===== config.mk =====
export PLATFORM = sky130hd
export DESIGN_NAME = mux4_rr_arbiter
export DESIGN_NICKNAME = d
export VERILOG_FILES = /design/src/rtl/mux4_pkg.sv /design/src/rtl/rr_pick4.sv /design/src/rtl/mux4_rr_arbiter.sv
export SDC_FILE = /design/constraint.sdc
export NUM_CORES = 1
export LEC_CHECK = 0
export ABC_CLOCK_PERIOD_IN_PS = 2250
export CAP_MARGIN = 20
export CORE_UTILIZATION = 42
export CTS_CLUSTER_DIAMETER = 100
export DETAILED_ROUTE_END_ITERATION = 6
export PLACE_DENSITY = 0.8
export SKIP_LAST_GASP = 1
export SLEW_MARGIN = 10
export SYNTH_ARGS = -nofsm -noshare
export SYNTH_HDL_FRONTEND = slang
export SYNTH_SLANG_ARGS = --single-unit

===== constraint.sdc =====
create_clock -name clk -period 2.25 [get_ports clk]
set_input_delay 0.3375 -clock clk [delete_from_list [all_inputs] [get_ports clk]]
set_output_delay 0.3375 -clock clk [all_outputs]
set_load 0.005 [all_outputs]

===== src/rtl/mux4_pkg.sv =====
// Shared types for the mux4 arbitration stages: select index, request vector and arbiter states.
package mux4_pkg;

  localparam int NUM_REQ = 4;

  typedef logic [1:0] sel_t;
  typedef logic [3:0] req_vec_t;

  typedef enum logic {
    IDLE,
    GRANT
  } arb_state_e;

  function automatic req_vec_t onehot(input sel_t idx);
    return req_vec_t'(1) << idx;
  endfunction

endpackage


===== src/rtl/rr_pick4.sv =====
// Combinational rotating-priority picker: first requester at or after ptr, wrapping modulo 4.
module rr_pick4
  import mux4_pkg::*;
(
  input  req_vec_t req,
  input  sel_t     ptr,
  output sel_t     winner,
  output logic     any
);

  always_comb begin
    winner = ptr;
    any    = 1'b0;
    for (int k = 0; k < NUM_REQ; k++) begin
      // 2-bit addition wraps the scan back to requester 0 for free
      if (!any && req[ptr + sel_t'(k)]) begin
        winner = ptr + sel_t'(k);
        any    = 1'b1;
      end
    end
  end

endmodule


===== src/rtl/mux4_rr_arbiter.sv =====
// Round-robin, packet-locked arbiter driving mux4 sel, with a valid/ready handshake on the shared path.
module mux4_rr_arbiter
  import mux4_pkg::*;
#(
  parameter int PRIO_RESET = 0
) (
  input  logic     clk,
  input  logic     rst,
  input  req_vec_t req,
  input  req_vec_t last,
  output req_vec_t gnt,
  output sel_t     sel,
  output logic     out_valid,
  output logic     out_last,
  input  logic     out_ready,
  output logic     busy
);

  arb_state_e state, next_state;
  req_vec_t   next_gnt;
  sel_t       next_sel, ptr, next_ptr, winner;
  logic       any, accept;

  rr_pick4 u_pick (
    .req    (req),
    .ptr    (ptr),
    .winner (winner),
    .any    (any)
  );

  assign busy      = (state == GRANT);
  assign out_valid = req[sel] & busy;
  assign out_last  = last[sel] & out_valid;
  assign accept    = out_valid & out_ready;

  // Arbitration only happens from IDLE, which yields the one bubble cycle after each packet.
  always_comb begin
    next_state = state;
    next_gnt   = gnt;
    next_sel   = sel;
    next_ptr   = ptr;
    case (state)
      IDLE: begin
        if (any) begin
          next_state = GRANT;
          next_gnt   = onehot(winner);
          next_sel   = winner;
        end
      end
      GRANT: begin
        if (accept && out_last) begin
          next_state = IDLE;
          next_gnt   = '0;
          next_ptr   = sel + sel_t'(1);
        end
      end
      default: next_state = IDLE;
    endcase
  end

  always_ff @(posedge clk) begin
    if (rst) begin
      state <= IDLE;
      gnt   <= '0;
      sel   <= '0;
      ptr   <= sel_t'(PRIO_RESET);
    end else begin
      state <= next_state;
      gnt   <= next_gnt;
      sel   <= next_sel;
      ptr   <= next_ptr;
    end
  end

  a_gnt_onehot0 : assert property (@(posedge clk) disable iff (rst) $onehot0(gnt));
  a_gnt_busy    : assert property (@(posedge clk) disable iff (rst) (gnt == '0) == !busy);
  a_gnt_sel     : assert property (@(posedge clk) disable iff (rst) busy |-> (gnt == onehot(sel)));

endmodule


==> flow_summary.json <==
{
  "timing.rr.end": "gnt[1]$_SDFFE_PP0P_",
  "critical-path-max-stage-delay_ns": 0.47,
  "hold-worst-slack_ns": 0.4663,
  "detail_route.drc_violations": 0,
  "grt_max_degree": 11,
  "startpoint": "last[3]",
  "ys.flop_type": "sky130_fd_sc_hd__dfxtp_1",
  "placement.io_buffers": 19,
  "rrSetupSlack_ns": 0.58,
  "fin_cells": 100,
  "critPathArrivalTime_ns": 1.84,
  "synth_sequential_area_ratio_pct": 32.73,
  "io_pins": 20,
  "cts.root.buffer_cell": "sky130_fd_sc_hd__clkbuf_4",
  "leakage_uw": 0.0003186,
  "cp_slowest_cell": "sky130_fd_sc_hd__mux4_2",
  "clk_transition_reported_paths_ns": 0.06,
  "floorplan.die_area_um2": 1460,
  "n_antenna_cell": 0,
  "grt_first_pass_wirelength_um": 2166,
  "asyncSetResetFlopFracSynth_pct": 0,
  "worst_setup_path_end_kind": "output pin",
  "run_status": "finished, final reports clean",
  "total_power_uw": 479.9,
  "grt.total_usage_pct": 21.72,
  "endpoint_with_the_worst_hold_slack": "gnt[3]$_SDFFE_PP0P_",
  "start_util_pct": 47.62,
  "worst-slew-pin-transition_ns": 0.3788,
  "total_number_of_vias": 551,
  "postCtsResizedCells": 0,
  "peakVddDrop_v": 0.0003666,
  "setup_total_negative_slack_ns": 0,
  "max_clock_freq_mhz": 459.1,
  "post_synth_edffs": 0,
  "power_density_nw_per_um2": 587.4,
  "count_of_unique_library_cells_instantiated_by_yosys": 33,
  "via_per_inst": 5.510,
  "filler_cell_count": 103,
  "yosysWarnings": 0,
  "crit_path_cell_trace": "clkdlybuf4s50_1, mux4_2, and2_2, clkdlybuf4s50_1",
  "worstPathMaxFanout": 2,
  "detail-route-antenna-nets": 0,
  "period_needed_ns": 2.178,
  "post_detail_place_hpwl_um": 943.1,
  "final-setup-viol-count": 0,
  "place.detailed.instances": 96,
  "synthesis.instances": 59,
  "nNetsFinal": 98,
  "timing.slew.headroom_pct": 74.48,
  "core_region_area_um2": 1156,
  "critical_path_depth": 4,
  "report.final.hold_viol_count": 0,
  "dieWidth_um": 38.21,
  "postRouteWirelength_um": 1294,
  "grt_remaining_overflow": 0,
  "worst_skew_pair.late_latency_ns": 0.25,
  "hold-path-cell-count": 1,
  "hold_class": "reg -> reg",
  "number_of_rows_created_at_floorplan": 12,
  "report.final.slew_viol_count": 0,
  "ys_seq_elements": 9,
  "crit_family": "buffers and inverters",
  "crit_path_frequent_cell": "sky130_fd_sc_hd__clkdlybuf4s50_1",
  "grt_pass1_vias": 512,
  "dieHeight_um": 38.21,
  "cts_setup_buffers": 0,
  "cap_viol_max_count": 0,
  "cts.path.max_buffers": 2,
  "rsz0062_at_grt": "false",
  "cp.buffers_inverters": 2,
  "finClkSkew_ns": 0.001401,
  "finalWeightedCongestion": 0.8607,
  "worstReg2RegStart": "sel[0]$_SDFFE_PP0P_",
  "synthesis.area_per_instance_um2": 9.331,
  "hold_path.startpoint": "gnt[3]$_SDFFE_PP0P_",
  "cts-buffers-inserted": 3,
  "flow.area_growth_from_synthesis_pct": 48.41,
  "synthesis.nets": 70,
  "worst_setup_path_start_kind": "input pin",
  "antenna_found_initial": 0,
  "min_period_over_period_pct": 96.81,
  "htreeDepth": 1,
  "path_class": "in -> out",
  "tritoncts": "done",
  "number_of_sinks_on_the_clock_net": 9,
  "layout.core_utilization_pct": 70.67,
  "first_pass_iters": 4,
  "layout-drive-gt1-share_pct": 20.93,
  "detail_route.wl_per_cell_um": 12.94,
  "synth.cell_area_um2": 550.5,
  "critical_path_required_ns": 1.91,
  "drt_iter0_markers": 20,
  "reg2reg_depth": 4,
  "number_of_hold_buffers_added_after_cts": 0
}
==> metrics by stage <==
step,cell area [µm²],setup slack [ns]
floorplan,550.5,0.6178
global placement,790.8,0.07910
detailed placement,790.8,0.07153
CTS,817.0,0.06268
global route,817.0,0.03434
finish,817.0,0.07172
==> Yosys cell counts (2+ instances only) <==
cell type,number,area [µm²]
sky130_fd_sc_hd__a21oi_1,3,15.01
sky130_fd_sc_hd__a32o_2,2,22.52
sky130_fd_sc_hd__o22ai_1,2,12.51
sky130_fd_sc_hd__mux2i_1,2,20.02
sky130_fd_sc_hd__nand2b_1,2,12.51
sky130_fd_sc_hd__nand2_1,3,11.26
sky130_fd_sc_hd__dfxtp_1,9,180.2
sky130_fd_sc_hd__a32o_1,2,20.02
sky130_fd_sc_hd__nor2_1,7,26.28
sky130_fd_sc_hd__nor2b_1,4,25.02
==> sequential cells by signal, indices dropped and copies added (netlist names) <==
signal and cells:
busy 1, gnt 4, ptr 2, sel 2
==> cell usage in the layout (no fill, tap or decap) <==
master / netlist / final
sky130_fd_sc_hd__a32o_2: 2 / 2
sky130_fd_sc_hd__o22a_1: 1 / 1
sky130_fd_sc_hd__clkbuf_4: 0 / 3
sky130_fd_sc_hd__and2_2: 1 / 1
sky130_fd_sc_hd__o2111ai_1: 1 / 1
sky130_fd_sc_hd__inv_1: 1 / 1
sky130_fd_sc_hd__buf_4: 0 / 7
sky130_fd_sc_hd__a32o_1: 2 / 2
sky130_fd_sc_hd__nor4_1: 1 / 1
sky130_fd_sc_hd__nor2_1: 7 / 7
sky130_fd_sc_hd__and3_1: 1 / 1
sky130_fd_sc_hd__xnor2_1: 1 / 1
sky130_fd_sc_hd__clkbuf_1: 0 / 1
sky130_fd_sc_hd__a311oi_2: 1 / 1
sky130_fd_sc_hd__or2_2: 1 / 1
sky130_fd_sc_hd__clkdlybuf4s50_1: 0 / 19
sky130_fd_sc_hd__o21ai_0: 1 / 1
sky130_fd_sc_hd__nand2b_1: 2 / 2
sky130_fd_sc_hd__o211ai_1: 1 / 1
sky130_fd_sc_hd__mux2i_1: 2 / 2
sky130_fd_sc_hd__a31oi_1: 1 / 1
sky130_fd_sc_hd__nand2_1: 3 / 3
sky130_fd_sc_hd__o22ai_2: 1 / 1
sky130_fd_sc_hd__a211oi_1: 1 / 1
sky130_fd_sc_hd__o221ai_1: 1 / 1
sky130_fd_sc_hd__mux2_4: 1 / 1
sky130_fd_sc_hd__mux4_2: 1 / 1
sky130_fd_sc_hd__nor2b_1: 4 / 4
sky130_fd_sc_hd__a221o_1: 1 / 1
sky130_fd_sc_hd__a211o_1: 1 / 1
sky130_fd_sc_hd__o211a_1: 1 / 1
sky130_fd_sc_hd__dfxtp_1: 9 / 9
sky130_fd_sc_hd__a21oi_1: 3 / 3
sky130_fd_sc_hd__o22ai_1: 2 / 2
==> where the power goes <==
part	total, µW	internal (µW)	switching (µW)
combinational	167	99.4	67.5
clock	122	68.2	54.1
sequential	191	175	16.0
total	480	342	138
==> worst register-to-register path, cell delays in order (launching register included) <==
cell                       delay [ns]
sky130_fd_sc_hd__dfxtp_1         0.36
sky130_fd_sc_hd__mux4_2          0.51
sky130_fd_sc_hd__buf_4           0.16
sky130_fd_sc_hd__a311oi_2        0.41
sky130_fd_sc_hd__a32o_1          0.18
==> worst max path at each step <==
stage | end
final | out_last
after global routing | out_last
after CTS | out_last
after detailed placement | out_last
after global placement | out_last
after floorplan | ptr[0]$_SDFFE_PP0P_
==> cell type report <==
cell class	instances	area, µm²	area share [%]
clock buffer	4	26.28	3.216
sequential	9	180.2	22.05
tap	14	17.52	2.144
inverter	1	3.754	0.4594
timing repair buffer	26	242.7	29.71
multi-input combinational	46	346.6	42.42
==> layer usage <==
layer | GRT usage (%) | vias to the layer above | share of wire, %
met3 | 4.070 | 2 | 4.3
met4 | 12.50 | 0 | 0.85
met5 | 0 | - | 0
met1 | 29.45 | 251 | 52
met2 | 31.78 | 15 | 43
li1 | - | 283 | -
==> kinds of logic (layout without fill, tap and decap cells) <==
| logic type | count (synthesis) | count (layout) | share of synthesized area (%) |
|---|---|---|---|
| and+or+nand+nor | 20 | 20 | 18.41 |
| buffers and inverters | 4 | 31 | 4.316 |
| AOI/OAI and AO/OA | 21 | 21 | 32.50 |
| xor gates and xnor gates | 1 | 1 | 1.591 |
| DFF | 9 | 9 | 32.73 |
| muxes | 4 | 4 | 10.45 |
(Power assumes the default switching activity.)
